## src/rtl/i2c_als_responder.sv

```systemverilog
// I2C target exposing a system-config register and a coherent 16-bit ambient-light reading.
// SCL/SDA are synchronised and glitch-filtered before any protocol decision is made.
module i2c_als_responder #(
    parameter logic [6:0] DEV_ADDR   = 7'h1E,
    parameter int         FILTER_LEN = 3
) (
    input  logic        I_clk,
    input  logic        I_reset,
    input  logic        I_scl,
    input  logic        I_sda,
    output logic        O_sda_oe,
    input  logic [15:0] I_als_data,
    output logic [7:0]  O_sys_cfg,
    output logic        O_busy
);

    localparam int CW = (FILTER_LEN > 1) ? $clog2(FILTER_LEN) : 1;

    typedef enum logic [3:0] {
        IDLE, ADDR, ADDR_ACK, REG, REG_ACK, WDATA, WDATA_ACK, RDATA, RDATA_ACK, IGNORE
    } state_t;

    // Index 0 is SCL, index 1 is SDA
    logic [1:0]    sync1, sync2, filt, prev;
    logic [CW-1:0] run_cnt [2];

    state_t      state;
    logic [3:0]  bit_cnt;
    logic [7:0]  shift;
    logic [7:0]  tx;
    logic [3:0]  ptr;
    logic [15:0] shadow;
    logic [7:0]  sys_cfg;
    logic        sda_oe;
    logic        busy;
    logic [7:0]  rd_byte;
    logic [7:0]  rx_byte;
    logic        scl_rise, scl_fall, start_det, stop_det;

    // A new level is accepted only after FILTER_LEN identical synchronised samples
    always_ff @(posedge I_clk) begin
        if (I_reset) begin
            sync1      <= 2'b11;
            sync2      <= 2'b11;
            filt       <= 2'b11;
            prev       <= 2'b11;
            run_cnt[0] <= '0;
            run_cnt[1] <= '0;
        end else begin
            sync1 <= {I_sda, I_scl};
            sync2 <= sync1;
            prev  <= filt;
            for (int i = 0; i < 2; i++) begin
                if (sync2[i] == filt[i]) begin
                    run_cnt[i] <= '0;
                end else if (run_cnt[i] == CW'(FILTER_LEN - 1)) begin
                    filt[i]    <= sync2[i];
                    run_cnt[i] <= '0;
                end else begin
                    run_cnt[i] <= run_cnt[i] + CW'(1);
                end
            end
        end
    end

    assign scl_rise  =  filt[0] & ~prev[0];
    assign scl_fall  = ~filt[0] &  prev[0];
    assign start_det =  filt[0] & ~filt[1] &  prev[1];
    assign stop_det  =  filt[0] &  filt[1] & ~prev[1];
    assign rx_byte   = {shift[6:0], filt[1]};

    // Register 0x0C returns the live value, which is captured into the shadow on the same edge
    always_comb begin
        rd_byte = 8'h00;
        case (ptr)
            4'h0:    rd_byte = sys_cfg;
            4'hC:    rd_byte = I_als_data[7:0];
            4'hD:    rd_byte = shadow[15:8];
            default: rd_byte = 8'h00;
        endcase
    end

    always_ff @(posedge I_clk) begin
        if (I_reset) begin
            state   <= IDLE;
            bit_cnt <= '0;
            shift   <= '0;
            tx      <= '0;
            ptr     <= '0;
            shadow  <= '0;
            sys_cfg <= '0;
            sda_oe  <= 1'b0;
            busy    <= 1'b0;
        end else if (start_det) begin
            state   <= ADDR;
            bit_cnt <= '0;
            sda_oe  <= 1'b0;
            busy    <= 1'b0;
        end else if (stop_det) begin
            state  <= IDLE;
            sda_oe <= 1'b0;
            busy   <= 1'b0;
        end else begin
            if (scl_rise && (state == ADDR || state == REG || state == WDATA) && bit_cnt != 4'd8) begin
                shift   <= rx_byte;
                bit_cnt <= bit_cnt + 4'd1;
            end
            case (state)
                ADDR: begin
                    if (scl_fall && bit_cnt == 4'd8) begin
                        bit_cnt <= '0;
                        if (shift[7:1] == DEV_ADDR) begin
                            state  <= ADDR_ACK;
                            sda_oe <= 1'b1;
                            busy   <= 1'b1;
                        end else begin
                            state <= IGNORE;
                        end
                    end
                end
                ADDR_ACK: begin
                    if (scl_fall) begin
                        if (shift[0]) begin
                            tx      <= {rd_byte[6:0], 1'b0};
                            sda_oe  <= ~rd_byte[7];
                            bit_cnt <= 4'd1;
                            state   <= RDATA;
                            if (ptr == 4'hC) shadow <= I_als_data;
                        end else begin
                            sda_oe <= 1'b0;
                            state  <= REG;
                        end
                    end
                end
                REG: begin
                    if (scl_rise && bit_cnt == 4'd7) ptr <= rx_byte[3:0];
                    if (scl_fall && bit_cnt == 4'd8) begin
                        bit_cnt <= '0;
                        sda_oe  <= 1'b1;
                        state   <= REG_ACK;
                    end
                end
                WDATA: begin
                    if (scl_rise && bit_cnt == 4'd7) begin
                        if (ptr == 4'h0) sys_cfg <= (rx_byte == 8'h04) ? 8'h00 : rx_byte;
                        ptr <= ptr + 4'd1;
                    end
                    if (scl_fall && bit_cnt == 4'd8) begin
                        bit_cnt <= '0;
                        sda_oe  <= 1'b1;
                        state   <= WDATA_ACK;
                    end
                end
                REG_ACK, WDATA_ACK: begin
                    if (scl_fall) begin
                        sda_oe <= 1'b0;
                        state  <= WDATA;
                    end
                end
                RDATA: begin
                    if (scl_fall) begin
                        if (bit_cnt == 4'd8) begin
                            sda_oe <= 1'b0;
                            state  <= RDATA_ACK;
                        end else begin
                            sda_oe  <= ~tx[7];
                            tx      <= {tx[6:0], 1'b0};
                            bit_cnt <= bit_cnt + 4'd1;
                        end
                    end
                end
                RDATA_ACK: begin
                    // The pointer advances on the initiator ACK so the next load sees the new address
                    if (scl_rise) begin
                        if (filt[1]) state <= IGNORE;
                        else         ptr   <= ptr + 4'd1;
                    end else if (scl_fall) begin
                        tx      <= {rd_byte[6:0], 1'b0};
                        sda_oe  <= ~rd_byte[7];
                        bit_cnt <= 4'd1;
                        state   <= RDATA;
                        if (ptr == 4'hC) shadow <= I_als_data;
                    end
                end
                default: ;
            endcase
        end
    end

    assign O_sda_oe  = sda_oe;
    assign O_busy    = busy;
    assign O_sys_cfg = sys_cfg;

endmodule

```

## config.mk

```make
export PLATFORM = sky130hd
export DESIGN_NAME = i2c_als_responder
export DESIGN_NICKNAME = d
export VERILOG_FILES = /design/src/rtl/i2c_als_responder.sv
export SDC_FILE = /design/constraint.sdc
export NUM_CORES = 1
export LEC_CHECK = 0
export CAP_MARGIN = 5
export CORE_UTILIZATION = 58
export CTS_CLUSTER_DIAMETER = 30
export DETAILED_ROUTE_END_ITERATION = 12
export PLACE_DENSITY = 0.79
export SYNTH_ARGS = -nofsm -noshare
export SYNTH_HDL_FRONTEND = slang
export SYNTH_SLANG_ARGS = --single-unit
```

## constraint.sdc

```tcl
create_clock -name I_clk -period 2.7 [get_ports I_clk]
set_input_delay 0.675 -clock I_clk [delete_from_list [all_inputs] [get_ports I_clk]]
set_output_delay 0.675 -clock I_clk [all_outputs]
set_load 0.01 [all_outputs]
```

* Word-level counts from Yosys, hierarchy flattened *
Memories as Yosys holds them, arrays and structs flattened.
Cells that the tools add are included.

word-level totals
  register bits = 62
  memory bits (writable) = 4
  word-level logic and storage cells = 203
  memories = 1

memory list
  name     words  bits a word  rd ports  clocked after memory_dff  wr ports  line  source
  run_cnt  2      2            2         0                         2         25    logic [CW-1:0] run_cnt [2];

cells by class
  add/sub/neg operators = 4
  equal/unequal tests = 47
  muxes and demuxes = 85
  bitwise logic cells = 22
  reduce and logical (&&, ||, !) cells = 29

operators with widths
  kind                                                                    count
  4-bit 2-to-1 mux                                                        23
  16-bit 2-to-1 mux                                                       5
  8-bit 2-to-1 mux                                                        7
  8-bit case mux with 3 select lines                                      2
  1-bit 2-to-1 mux                                                        36
  16-bit case mux with 2 select lines                                     1
  4-bit case mux with 7 select lines                                      1
  4-bit by 3-bit equality test with 1-bit output (second input constant)  5
  2-bit != test (second input constant)                                   10
  4-bit != test (second input constant)                                   5
  10-bit AND reduction                                                    2
  9-bit AND reduction                                                     2
  4-bit equality test (second input constant)                             4
  4-bit case mux with 4 select lines                                      1
  2-bit by 1-bit != test with 1-bit output (second input constant)        7
  7-bit AND reduction                                                     2
  2-bit 2-to-1 mux                                                        6
  4-bit by 3-bit != test with 1-bit output (second input constant)        3
  4-bit case mux with 3 select lines                                      1
  5-bit != test (second input constant)                                   2
  1-bit inverter                                                          10
  9-bit nonzero test                                                      1
  4-bit by 1-bit adder with 4-bit output (second input constant)          2
  4-bit by 2-bit equality test with 1-bit output (second input constant)  2
  23 further kinds                                                        47

* Longest topological paths before layout *
Gate-level depths: netlist of run 1.

  depth after elaboration = 9
  gate-level depth with buffers = 9

* Least setup slack after synthesis of run 1 *
Ideal clock, no wire load.

  path kind = register to register
  start point = register bit_cnt[0]
  end point = register tx[1]
  setup time = 0.128 ns
  arrival = 1.881 ns
  setup slack = 0.691 ns
  stages on the path, launching flop included = 8
  buffers on the path = 0
  cell sequence = dfxtp_1 inv_1 ha_1 nand3b_1 a22oi_2 a2111oi_4 mux2i_1 nor2_1

on the way
  longest elaborated chain between the ends = 3

RTL lines
  item                           line  source
  start, declared                28    logic [3:0] bit_cnt;
  start signal, assigned         106   bit_cnt <= bit_cnt + 4'd1;
  start signal, assigned         168   bit_cnt <= bit_cnt + 4'd1;
  4-bit equality test            162   if (bit_cnt == 4'd8) begin
  2-bit != test (no line)        n/a
  9-bit AND reduction (no line)  n/a
  end signal, assigned           124   tx <= {rd_byte[6:0], 1'b0};
  end signal, assigned           167   tx <= {tx[6:0], 1'b0};
  end signal, assigned           178   tx <= {rd_byte[6:0], 1'b0};
  end, declared                  30    logic [7:0] tx;

Every way passes these cells.
A chain may end at the register's enable or synchronous reset.

* Worst setup path after layout of run 1 *
  start point = register filt[0]
  end point = register shadow[15]

on the way
  longest elaborated chain between the ends = 4
  elaborated cells on any way between the ends = 13
  classes of those cells = 3 x eq/ne; 9 x bitwise; 1 x reduce/logical

RTL lines
  item                                                       line        source
  start, declared                                            24          logic [1:0] sync1, sync2, filt, prev;
  start signal, assigned by index                            57          filt[i] <= sync2[i];
  1-bit inverter (tied with other cells)                     67          assign scl_fall = ~filt[0] & prev[0];
  1-bit AND (on tied branches)                               67, 68, 69
  2-bit != test (no line) or 1-bit inverter (tied branches)  n/a
  7-bit AND reduction (no line) *                            n/a
  end signal, assigned                                       128         if (ptr == 4'hC) shadow <= I_als_data;
  end signal, assigned                                       182         if (ptr == 4'hC) shadow <= I_als_data;
  end, declared                                              32          logic [15:0] shadow;

Every way passes the cells marked *; elsewhere a longest branch is shown, timed or not.

==> impl_results.md, run 1 <==
- Status: finished clean
- Vias in the first global route: 2896
- Post-CTS Hold Fix Bufs: 0
- First-pass detailed-route iteration total: 5
- Most frequent cells in the layout: dfxtp_1 (53), nor2_1 (39), a21oi_1 (33)
- Final period util: 86.7%
- Arr. time, crit path: between 2 and 3 ns
- GR Overflow Total: 0
- CORE AREA: between 5000 and 6000 sq um
- Tot GR Track Use: 29.9%
- Syn_area_per_cell: 8.27 sq um
- Total Wirelength: 8290 um
- Worst Max-Slew Pin Slew: 0.558 ns
- Die Area: 5980 sq um
- Total setup buffers inserted after CTS: 0
- Dpl ws: roughly 0.4 ns
- Final setup margin: 0.360 ns
- Final HPWL DP: 5850 um
- Synth warn: 0
- Worst-Skew Late Latency: 0.34 ns
- Final hold vios: 0
- Pwr per Cell Area: about 730 nW/um^2
- Number of flops mapped to enable cells by yosys: 4
- Max Root-Sink Buffers: 2
- Post-CTS Resized: 0
- Final-report setup violation count: 0
- Crit path largest cell delay: 0.44 ns
- DRT iter0 DRCs: 285
- Synth Instances: a little under 400
- Main synth FF type: dfxtp_1
- Area grow syn2layout: 19.4%
- CTS tree: built
- Initial antenna violation count: 0
- Fin util: 71.8%
- Clk_skew: 0.00481 ns
- Antenna cells: 0
- H-tree Lvls: 3
- Max-slew violations: 0
- Post-synthesis sequential area ratio: 35.9%
- Worst path top cell family by delay: simple AND/OR/NAND/NOR gates
- Multi-input logic area: between 1500 and 2000 sq um
- Required time of the critical path: 2.92 ns
- Bufs and invs on worst path: 0
- Num CTS Buffers: 9
- Max_cap viols: 0
- Worst path cell trace: ha_1 -> or3b_2 -> a21boi_0 -> nand4_2 -> mux2i_1 -> nor2_1
- Fill count: 435
- Pleak: 1.54 nW
- Hold WC Path Type: flop to flop
- Distinct cells, synth: 61
- Largest net degree at the start of global routing: 26
- Antenna-violating nets left: 0
- Reg area: 1180 sq um
- Hold slack final: around 0.42 ns
- Slew Limit Headroom: between 60% and 70%
- Die extent in y: 77.3 um
- Largest fanout on the critical path: 8
- DR WL/cell: between 15 and 20 um
- Post-Syn Area: roughly 3300 sq um
- Commonest non-fill, non-tap cell in the layout: dfxtp_1
- CP Class: flop to flop
- Io pins: 30
- Starting Density: 60.1%
- Sinks on Clock Net: between 50 and 60
- Max VDD drop: 0.443 mV
- Layout cells sized above 1: 12.2%
- Slowest cell on crit path: or3b_2
- Die width: 77.3 um
- Worst-path clk slew: 0.07 ns
- Ys async rst share: 0%
- Worst setup SP type: flop
- DR vias: between 3000 and 4000
- IO buf count: 29
- RSZ-0062 raised after global routing: false
- Site Rows: 27
- Achievable Freq: roughly 0.43 GHz
- Vias per cell: 6.10
- Residual DRC: 0
- Minimum clock period: 2.34 ns
- Nets: ~460
- Gp weighted congestion: ~0.95
- Setup Total Neg Slack: 0 ns
- Synth Register Bits: 57
- Root buffer cell: clkbuf_8
- CP endpoint kind: flop
- First-pass GRT wire length: 13900 um
## synthesized netlist by cell type, types with 5 or more instances
master     count  area share (%)
dfxtp_1       53              32
nor2_1        39             4.4
a21oi_1       33             5.0
nand2_1       32             3.7
o21ai_0       29             4.4
mux2i_1       24             7.3
clkbuf_1      18             2.1
inv_1         18             2.1
nor3_1        11             1.7
a22oi_1        9             2.1
ha_1           9             3.4
or2_2          8             1.5
a2bb2oi_1      7             1.9
o211ai_1       7             1.6
a211oi_1       6             1.4
nand3_1        6            0.91
nand3b_1       6             1.4
a21boi_0       5             1.1
buf_2          5            0.76
## cells by family after synthesis
kind of cell / Yosys count / synth area share (%)
flops: 57 / 35.9
fa+ha+maj: 9 / 3.42
buf+inv: 44 / 5.32
other cells: 1 / 0.114
xor+xnor: 5 / 1.33
compound gates: 118 / 23.9
mux: 26 / 7.98
simple gates: 138 / 22.0
## layout make-up
type / instances / share of cell area [%]
Clock buffer: 9 / 3.15
Tap cell: 72 / 2.29
Clock inverter: 7 / 3.02
Timing Repair Buffer: 44 / 10.3
Inverter: 18 / 1.72
Sequential cell: 57 / 30.1
Multi-Input combinational cell: 300 / 49.5
## metal layers
| layer | up-vias | routed length [um] | global-route usage [%] |
|---|---|---|---|
| met5 | - | 0 | 0 |
| met4 | 0 | 230 | 14.9 |
| met3 | 23 | 397 | 4.40 |
| met2 | 111 | 3850 | 45.8 |
| met1 | 1454 | 3800 | 40.6 |
| li1 | 1507 | - | - |
## worst register-to-register path, delay by kind of cell, from the launching register on
family,cells,cell delay (ns)
AOI/OAI and AO/OA,1,0.38
adders and majority gates,1,0.26
DFF,1,0.39
muxes,1,0.29
and+or+nand+nor,3,0.91
## path summary, 6_finish.rpt
kind             from          to  slack [ns]  cells past startpoint
min          sync1[1]    sync2[1]        0.42                      1
max reg2reg   filt[0]  shadow[15]        0.36                      6
max           filt[0]  shadow[15]        0.36                      6
min reg2reg  sync1[1]    sync2[1]        0.42                      1
## metrics by stage
stage / instance area [sq um] / std cells / power [W]
detailed placement: 3690 / 491 / 0.00186
global route: 3930 / 507 / 0.00300
CTS: 3930 / 507 / 0.00285
finish: 3930 / 507 / 0.00286
floorplan: 3300 / 401 / 0.00165
global placement: 3690 / 491 / 0.00185
## registers in the layout (all words and copies together), names as in the netlist
| signal | count |
|---|---|
| O_sda_oe | 1 |
| state | 4 |
| sync1 | 2 |
| O_sys_cfg | 8 |
| shift | 8 |
| shadow | 8 |
| run_cnt | 4 |
| O_busy | 1 |
| tx | 7 |
| filt | 2 |
| prev | 2 |
| ptr | 4 |
| sync2 | 2 |
| bit_cnt | 4 |
## report_power, final
| group | switching, W | leakage (nW) | total [W] | internal [W] |
|---|---|---|---|---|
| clock network | 0.000381 | 0.115 | 0.000993 | 0.000612 |
| logic | 0.000492 | 0.954 | 0.000874 | 0.000382 |
| registers | 0.0000994 | 0.470 | 0.000992 | 0.000893 |
Note: power is estimated with default switching activity, not from simulation.
==> run 2: changes to the inputs <==
--- a/config.mk
+++ b/config.mk
@@ -5,11 +5,13 @@
 export SDC_FILE = /design/constraint.sdc
 export NUM_CORES = 1
 export LEC_CHECK = 0
+export ABC_AREA = 1
 export CAP_MARGIN = 5
-export CORE_UTILIZATION = 58
+export CORE_UTILIZATION = 57
 export CTS_CLUSTER_DIAMETER = 30
 export DETAILED_ROUTE_END_ITERATION = 12
 export PLACE_DENSITY = 0.79
 export SYNTH_ARGS = -nofsm -noshare
 export SYNTH_HDL_FRONTEND = slang
 export SYNTH_SLANG_ARGS = --single-unit
+export TNS_END_PERCENT = 20
==> impl_results.md, run 2 <==
- CP Class: flop to flop
- Reg2Reg Setup Slack: ~0.69 ns
- Die Area: about 5700 sq um
- Post-synth top cells: nand2_1 (85), dfxtp_1 (53), nor2_1 (50), o21ai_0 (48)
- Part of the power in the clock network: 28.9%
- Max_cap viols: 0
- Max VDD drop: approximately 0.47 mV
- IO buf count: 29
- Sw Share: 37.8%
- Clk_skew: a little over 0.008 ns
- Post-Place Cell Area: 3410 sq um
- Worst-path clk slew: 0.07 ns
- Slew Limit Headroom: 50.5%
- Vias in the first global route: 2713
- First-pass GRT wire length: 12200 um
- Residual DRC: 0
- Die width: 75.3 um
- P_sw: 0.00105 W
- Main synth FF type: dfxtp_1
- Commonest non-fill, non-tap cell in the layout: nand2_1
- Total Wirelength: 7250 um
- Vias per cell: about 5.4
- Tot GR Track Use: between 20 and 30%
- Achievable Freq: 0.498 GHz
- Die extent in y: 75.3 um
- Area grow syn2layout: 17.9%
- Synth Instances: 432
- Final period util: 74.4%
- Root buffer cell: clkbuf_8
- Arr. time, crit path: about 2.3 ns
- Reg power frac: 37.2%
- Top-count cell post-synth: nand2_1
- Max-slew violations: 0
- Largest fanout on the critical path: 16
- Worst setup SP type: flop
- Post-CTS Hold Fix Bufs: 0
- Combinational share of power: between 30% and 40%
- Required time of the critical path: 2.97 ns
- Fin util: 70.3%
- Max Root-Sink Buffers: 2
- DRT iter0 DRCs: 242
- Synth warn: 0
- Sinks on Clock Net: 57
- Final Cell Area: 3610 sq um
- CTS tree: built
- Synth Register Bits: between 50 and 60
- DR WL/cell: 13.4 um
- Hold WC Path Type: flop to flop
- Num CTS Buffers: 9
- DR vias: between 2000 and 3000
- Ys async rst share: 0%
- Largest net degree at the start of global routing: 39
- Setup Total Neg Slack: 0 ns
- Io pins: 30
- Layout cells sized above 1: between 10% and 20%
- Most frequent cells in the layout: nand2_1 (85), dfxtp_1 (53), nor2_1 (50)
- Final HPWL DP: 5320 um
- Leading post-synthesis cells by cell area: dfxtp_1 (35%), nand2_1 (10%), o21ai_0 (7.8%), a21oi_1 (6.7%), nor2_1 (6.1%)
- Biggest area consumer among synthesized cells: dfxtp_1
- Cell internal pwr: 0.00173 W
- Syn_area_per_cell: roughly 7.1 sq um
- H-tree Lvls: 3
- Distinct cells, synth: 37
- Worst-Skew Late Latency: 0.34 ns
- Post-synthesis sequential area ratio: 38.5%
- Final hold vios: 0
- Final-report setup violation count: 0
- GR Overflow Total: 0
- Site Rows: 26
- CP endpoint kind: flop
- First-pass detailed-route iteration total: 5
- Post-CTS Resized: 0
- Nets: 496
- Number of flops mapped to enable cells by yosys: 4
- Minimum clock period: between 2 and 2.5 ns
- RSZ-0062 raised after global routing: false
- Total setup buffers inserted after CTS: 0
- Top cell type's share of synthesized area: roughly a third
- Pwr per Cell Area: 771 nW/um^2
- Fin cells: 542
- Starting Density: 59.6%
- Final setup margin: 0.691 ns
- Status: finished clean
- Placed insts: 526
- Pleak: 1.55 nW
- Post-Syn Area: around 3000 sq um
- Worst Max-Slew Pin Slew: 0.738 ns
- Antenna-violating nets left: 0
- Initial antenna violation count: 0
- Dpl ws: 0.718 ns
- CORE AREA: 5140 sq um
- Antenna cells: 0
- Gp weighted congestion: 0.960
==> run 2: area by class of cell <==
cell class,count,area (sq um)
fill,482,1530
clock inverter,5,53.8
sequential,57,1180
multi-input combinational,320,1650
tap,70,87.6
clock buffer,11,151
timing repair buffer,33,320
inverter,46,173
==> run 2: metrics by stage <==
step,hold WS [ns],total power [W]
6_report,0.418,0.00279
5_1_grt,0.436,0.00298
4_1_cts,0.417,0.00278
3_5_place_dp,0.401,0.00198
3_3_place_gp,0.393,0.00196
2_1_floorplan,0.389,0.00178
==> run 2: cells by family (layout without fill, tap and decap cells) <==
group / after synthesis / in the layout / share of synthesized area, %
flops: 57 / 57 / 38.5
simple gates: 193 / 193 / 29.1
xor+xnor: 2 / 2 / 0.572
compound gates: 112 / 112 / 20.0
fa+ha+maj: 9 / 9 / 3.67
other cells: 1 / 4 / 0.122
buf+inv: 58 / 95 / 8.08
==> run 2: path summary, 6_finish.rpt <==
path            start      endpoint  cells past startpoint
max           filt[0]  O_sys_cfg[5]                      7
min          sync1[0]      sync2[0]                      1
max reg2reg   filt[0]  O_sys_cfg[5]                      7
min reg2reg  sync1[0]      sync2[0]                      1
==> run 2: power by group through the flow <==
stage | registers (W) | logic [W] | clock network (W)
after floorplan | 0.00101 | 0.000770 | 0
final | 0.00104 | 0.000947 | 0.000806
after global routing | 0.00105 | 0.00108 | 0.000858
after CTS | 0.00103 | 0.000934 | 0.000812
after detailed placement | 0.00105 | 0.000929 | 0
after global placement | 0.00105 | 0.000914 | 0
==> run 2: worst max-delay path, stage by stage, from the launching register on <==
cell and delay [ns]:
dfxtp_1 0.43, ha_1 0.23, inv_1 0.08, nor2_1 0.08
nand2_1 0.12, nor4_4 0.69, o21ai_0 0.17, a21oi_1 0.14
==> run 2: metal layers <==
metal / wire length [um] / track usage (%) / vias up
met2: 3400 / 46.6 / 119
met1: 3190 / 36.9 / 1319
met3: 470 / 5.95 / 18
li1: - / - / 1492
met4: 189 / 13.8 / 0
met5: 0 / 0 / -
==> run 3: changes to the inputs <==
--- a/config.mk
+++ b/config.mk
@@ -7,10 +7,10 @@
 export LEC_CHECK = 0
 export ABC_AREA = 1
 export CAP_MARGIN = 5
-export CORE_UTILIZATION = 57
+export CORE_UTILIZATION = 51
 export CTS_CLUSTER_DIAMETER = 30
 export DETAILED_ROUTE_END_ITERATION = 12
-export PLACE_DENSITY = 0.79
+export PLACE_DENSITY = 0.74
 export SYNTH_ARGS = -nofsm -noshare
 export SYNTH_HDL_FRONTEND = slang
 export SYNTH_SLANG_ARGS = --single-unit
==> constraint.sdc (replaced) <==
create_clock -name I_clk -period 1.8 [get_ports I_clk]
set_input_delay 0.45 -clock I_clk [delete_from_list [all_inputs] [get_ports I_clk]]
set_output_delay 0.45 -clock I_clk [all_outputs]
set_load 0.01 [all_outputs]
==> impl_results.md, run 3 (synthesis results as in run 2) <==
- H-tree Lvls: 3
- Antenna cells: 0
- First-pass detailed-route iteration total: 5
- WL met2: 3270 um
- Crit path largest cell delay: 0.56 ns
- Starting Density: between 50% and 60%
- Final hold vios: 0
- Tot GR Track Use: 26.6%
- Io pins: 30
- Placed insts: about 540
- Worst-path clk slew: 0.07 ns
- Final period util: between 90 and 100%
- Worst path top cell family by delay: buffers and inverters
- Max Root-Sink Buffers: 2
- Final-report setup violation count: 0
- IO buf count: 29
- Final HPWL DP: 5490 um
- Pleak: 1.60 nW
- Max_cap viols: 0
- Gp weighted congestion: roughly 0.9
- Most frequent cells in the layout: nand2_1 (84), dfxtp_1 (49), nor2_1 (45)
- CTS tree: built
- Metal-1 WL: 3600 um
- Total Wirelength: 7640 um
- Layout cells sized above 1: 16.3%
- Root buffer cell: clkbuf_8
- Largest fanout on the critical path: 3
- Final setup margin: about 0.08 ns
- GR Overflow Total: 0
- CP Class: flop to primary output
- Required time of the critical path: approximately 1.4 ns
- Sinks on Clock Net: 57
- Achievable Freq: 0.582 GHz
- Max VDD drop: 0.709 mV
- Die Area: approximately 6300 sq um
- Fin cells: 558
- Setup Total Neg Slack: 0 ns
- Largest net degree at the start of global routing: 27
- Bufs and invs on worst path: 1
- Nets: 510
- Clk_skew: 0.0103 ns
- Status: finished clean
- Site Rows: 27
- Worst setup SP type: flop
- RSZ-0062 raised after global routing: true
- Max-slew violations: 0
- Hold WC Path Type: flop to flop
- Commonest non-fill, non-tap cell in the layout: nand2_1
- Dpl ws: between 0.009 and 0.01 ns
- Met3 wire len: 468 um
- Vias per cell: approximately 5.4
- CP endpoint kind: primary output
- DR top layer: met4
- Residual DRC: 0
- Die extent in y: 79.5 um
- Pwr per Cell Area: 1100 nW/um^2
- Die width: 79.5 um
- DR vias: 3032
- Vias in the first global route: 2880
- DR WL/cell: approximately 14 um
- Worst path cell trace: clkdlybuf4s50_1
- Worst-Skew Late Latency: about 0.34 ns
- CORE AREA: 5640 sq um
- Minimum clock period: roughly 1.7 ns
- Num CTS Buffers: 9
- Hold slack final: 0.414 ns
- Arr. time, crit path: 1.27 ns
- DRT iter0 DRCs: roughly 210
- Initial antenna violation count: 0
- Reg2Reg Setup Slack: 0.11 ns
- First-pass GRT wire length: 13000 um
- Area grow syn2layout: 22.7%
- Post-CTS Hold Fix Bufs: 0
- Fill count: 495
- Antenna-violating nets left: 0
- Slowest cell on crit path: clkdlybuf4s50_1
run 3: cell count changes in the layout (fill, tap and decap cells not counted), moves of 3 or more:
cell	before	now
o21ai_0	48	41
buf_12	0	3
dfxtp_2	0	4
nor2_2	2	7
nor2_1	50	45
buf_4	4	14
dfxtp_1	53	49
o21ai_1	5	10
run 3: where the power goes:
part	switching (W)	leakage (nW)	internal [W]	total, W
sequential	0.000124	0.473	0.00142	0.00154
clock	0.000531	0.0818	0.000488	0.00102
combinational	0.00104	1.05	0.000556	0.00159
run 3: final cells by class:
cell class	instances	area [sq um]	share of cell area (%)
inverters	46	180	4.79
flip-flops and latches	57	1190	31.5
well taps	72	90.1	2.40
multi-input cells	321	1690	44.8
clock buffers	10	128	3.39
repair buffers	46	455	12.1
clock inverters	6	35.0	0.932
run 3: metal layers:
| layer | up-vias | global-route usage, % |
|---|---|---|
| met5 | - | 0 |
| met4 | 0 | 13.5 |
| met1 | 1353 | 33.3 |
| met2 | 122 | 42.4 |
| li1 | 1531 | - |
| met3 | 26 | 6.40 |
run 3: repair_timing:
| action | in CTS | in global routing |
|---|---|---|
| endpoints found under the setup margin | 0 | 39 |
| setup buffers | 0 | 2 |
| gates resized for setup | 0 | 26 |
run 3: final timing paths:
kind,startpoint,cells after the start,to
worst max-delay path,O_sys_cfg[3],1,O_sys_cfg[3]
worst min-delay path,sync1[0],1,sync2[0]
worst max register to register,filt[0],8,ptr[1]
worst min register to register,sync1[0],1,sync2[0]
run 3: per-stage QoR:
step | cell area (sq um) | utilization (%) | power (W)
2_1_floorplan | 3080 | - | 0.00267
3_3_place_gp | 3520 | 62.4 | 0.00300
3_5_place_dp | 3520 | 62.4 | 0.00302
4_1_cts | 3680 | 65.3 | 0.00404
5_1_grt | 3760 | 66.6 | 0.00442
6_report | 3760 | 66.6 | 0.00415
==> patch, RTL diff (flow settings as in run 3) <==
The parameter `FILTER_LEN` goes from 3 to 6.
--- a/src/rtl/i2c_als_responder.sv
+++ b/src/rtl/i2c_als_responder.sv
@@ -4,3 +4,3 @@
     parameter logic [6:0] DEV_ADDR   = 7'h1E,
-    parameter int         FILTER_LEN = 3
+    parameter int         FILTER_LEN = 6
 ) (
Behaviour: same outputs for any inputs over 4 cycles, from zero or initial values and one cycle with I_reset high; that may be too few to reach the edited logic, so the function may still have changed.
==> patch against run 3 <==
Register-to-register slack lost 0.02 ns; routed wire length increased by 5.0%; critical path type unchanged; area after synthesis rose by 4.0%; final area rose by 6.1%; non-clock buffer count rose by 9; worst setup slack worse by 0.020 ns; clock power increased by 11%; maximum frequency decreased by 1.2%; final cell count grew 6.1%; sequential cell count rose by 2; power decreased by 7.7%.
==> patch: results (changes against run 3) <==
result of the run finished clean; Worst Hold Slack 0.425 ns (+0.0106 ns); number of enable-type register cells in the synthesized netlist 6 (+2); instance count after placement with tap cells included 575 (+6.7%); top post-synthesis cells by area sky130_fd_sc_hd__dfxtp_1 (33%), sky130_fd_sc_hd__nand2_1 (10%), sky130_fd_sc_hd__a21oi_1 (7.1%); post-cts gate resize count 1 (+1); total area of multi-input combinational cells 1710 um^2 (+1.6%); worst reg2reg path depth 7 (-1); global-route wire length before repair 13.3 mm (+2.5%); Clock-cell share 0.0442 (+0.000981); placer's final routability congestion estimate 0.997 (+9.2%); area fraction of the dominant cell type after synthesis 0.333 (-0.0133); register-to-register path setup slack 0.09 ns (-0.02 ns); number of library cell types mapped by synthesis 33 (-11%); post-route cell area 3990 um^2 (+6.1%); average vias per placed instance 5.31 (-2.2%); final cell count without fillers 592 (+6.1%); utilization after layout 0.666 (-0.000823); Sink Count 59 (+3.5%); Seq/Total Area, Yosys 0.389 (+0.00402); clk_skew 0.00605 ns (-0.00427 ns); Leakage Power 1.66 nW (+3.7%); Reg-to-Reg End shadow[15]; overall fraction of global-route tracks in use 0.270 (+0.00348); initial detailed-routing violation count 236 (+15%); clock buffers 12 (+2); wire length reported by the detailed router 8.02 mm (+5.0%)
[patch: cell families after synthesis]
| family | synth area share |
|---|---|
| buf+inv | 0.0946 |
| simple gates | 0.269 |
| xor+xnor | 0.0192 |
| fa+ha+maj | 0.0432 |
| flops | 0.389 |
| other cells | 0.00118 |
| compound gates | 0.183 |
[patch: worst max path at each step]
stage,cells after the start,slack [ns],to
2_1_floorplan,10,0.21,state[1]
3_3_place_gp,10,0.05,tx[7]
3_5_place_dp,10,0.01,tx[6]
4_1_cts,10,0.03,tx[3]
5_1_grt,7,-0.06,shadow[15]
6_report,1,0.06,O_sys_cfg[1]
[patch: per-layer routing]
metal | share of wire | vias up | track usage | wire length, um
met5 | 0 | - | 0 | 0
met4 | 0.021 | 0 | 0.105 | 171
met3 | 0.049 | 20 | 0.0865 | 390
met2 | 0.48 | 81 | 0.457 | 3830
met1 | 0.45 | 1433 | 0.314 | 3630
li1 | - | 1611 | - | -
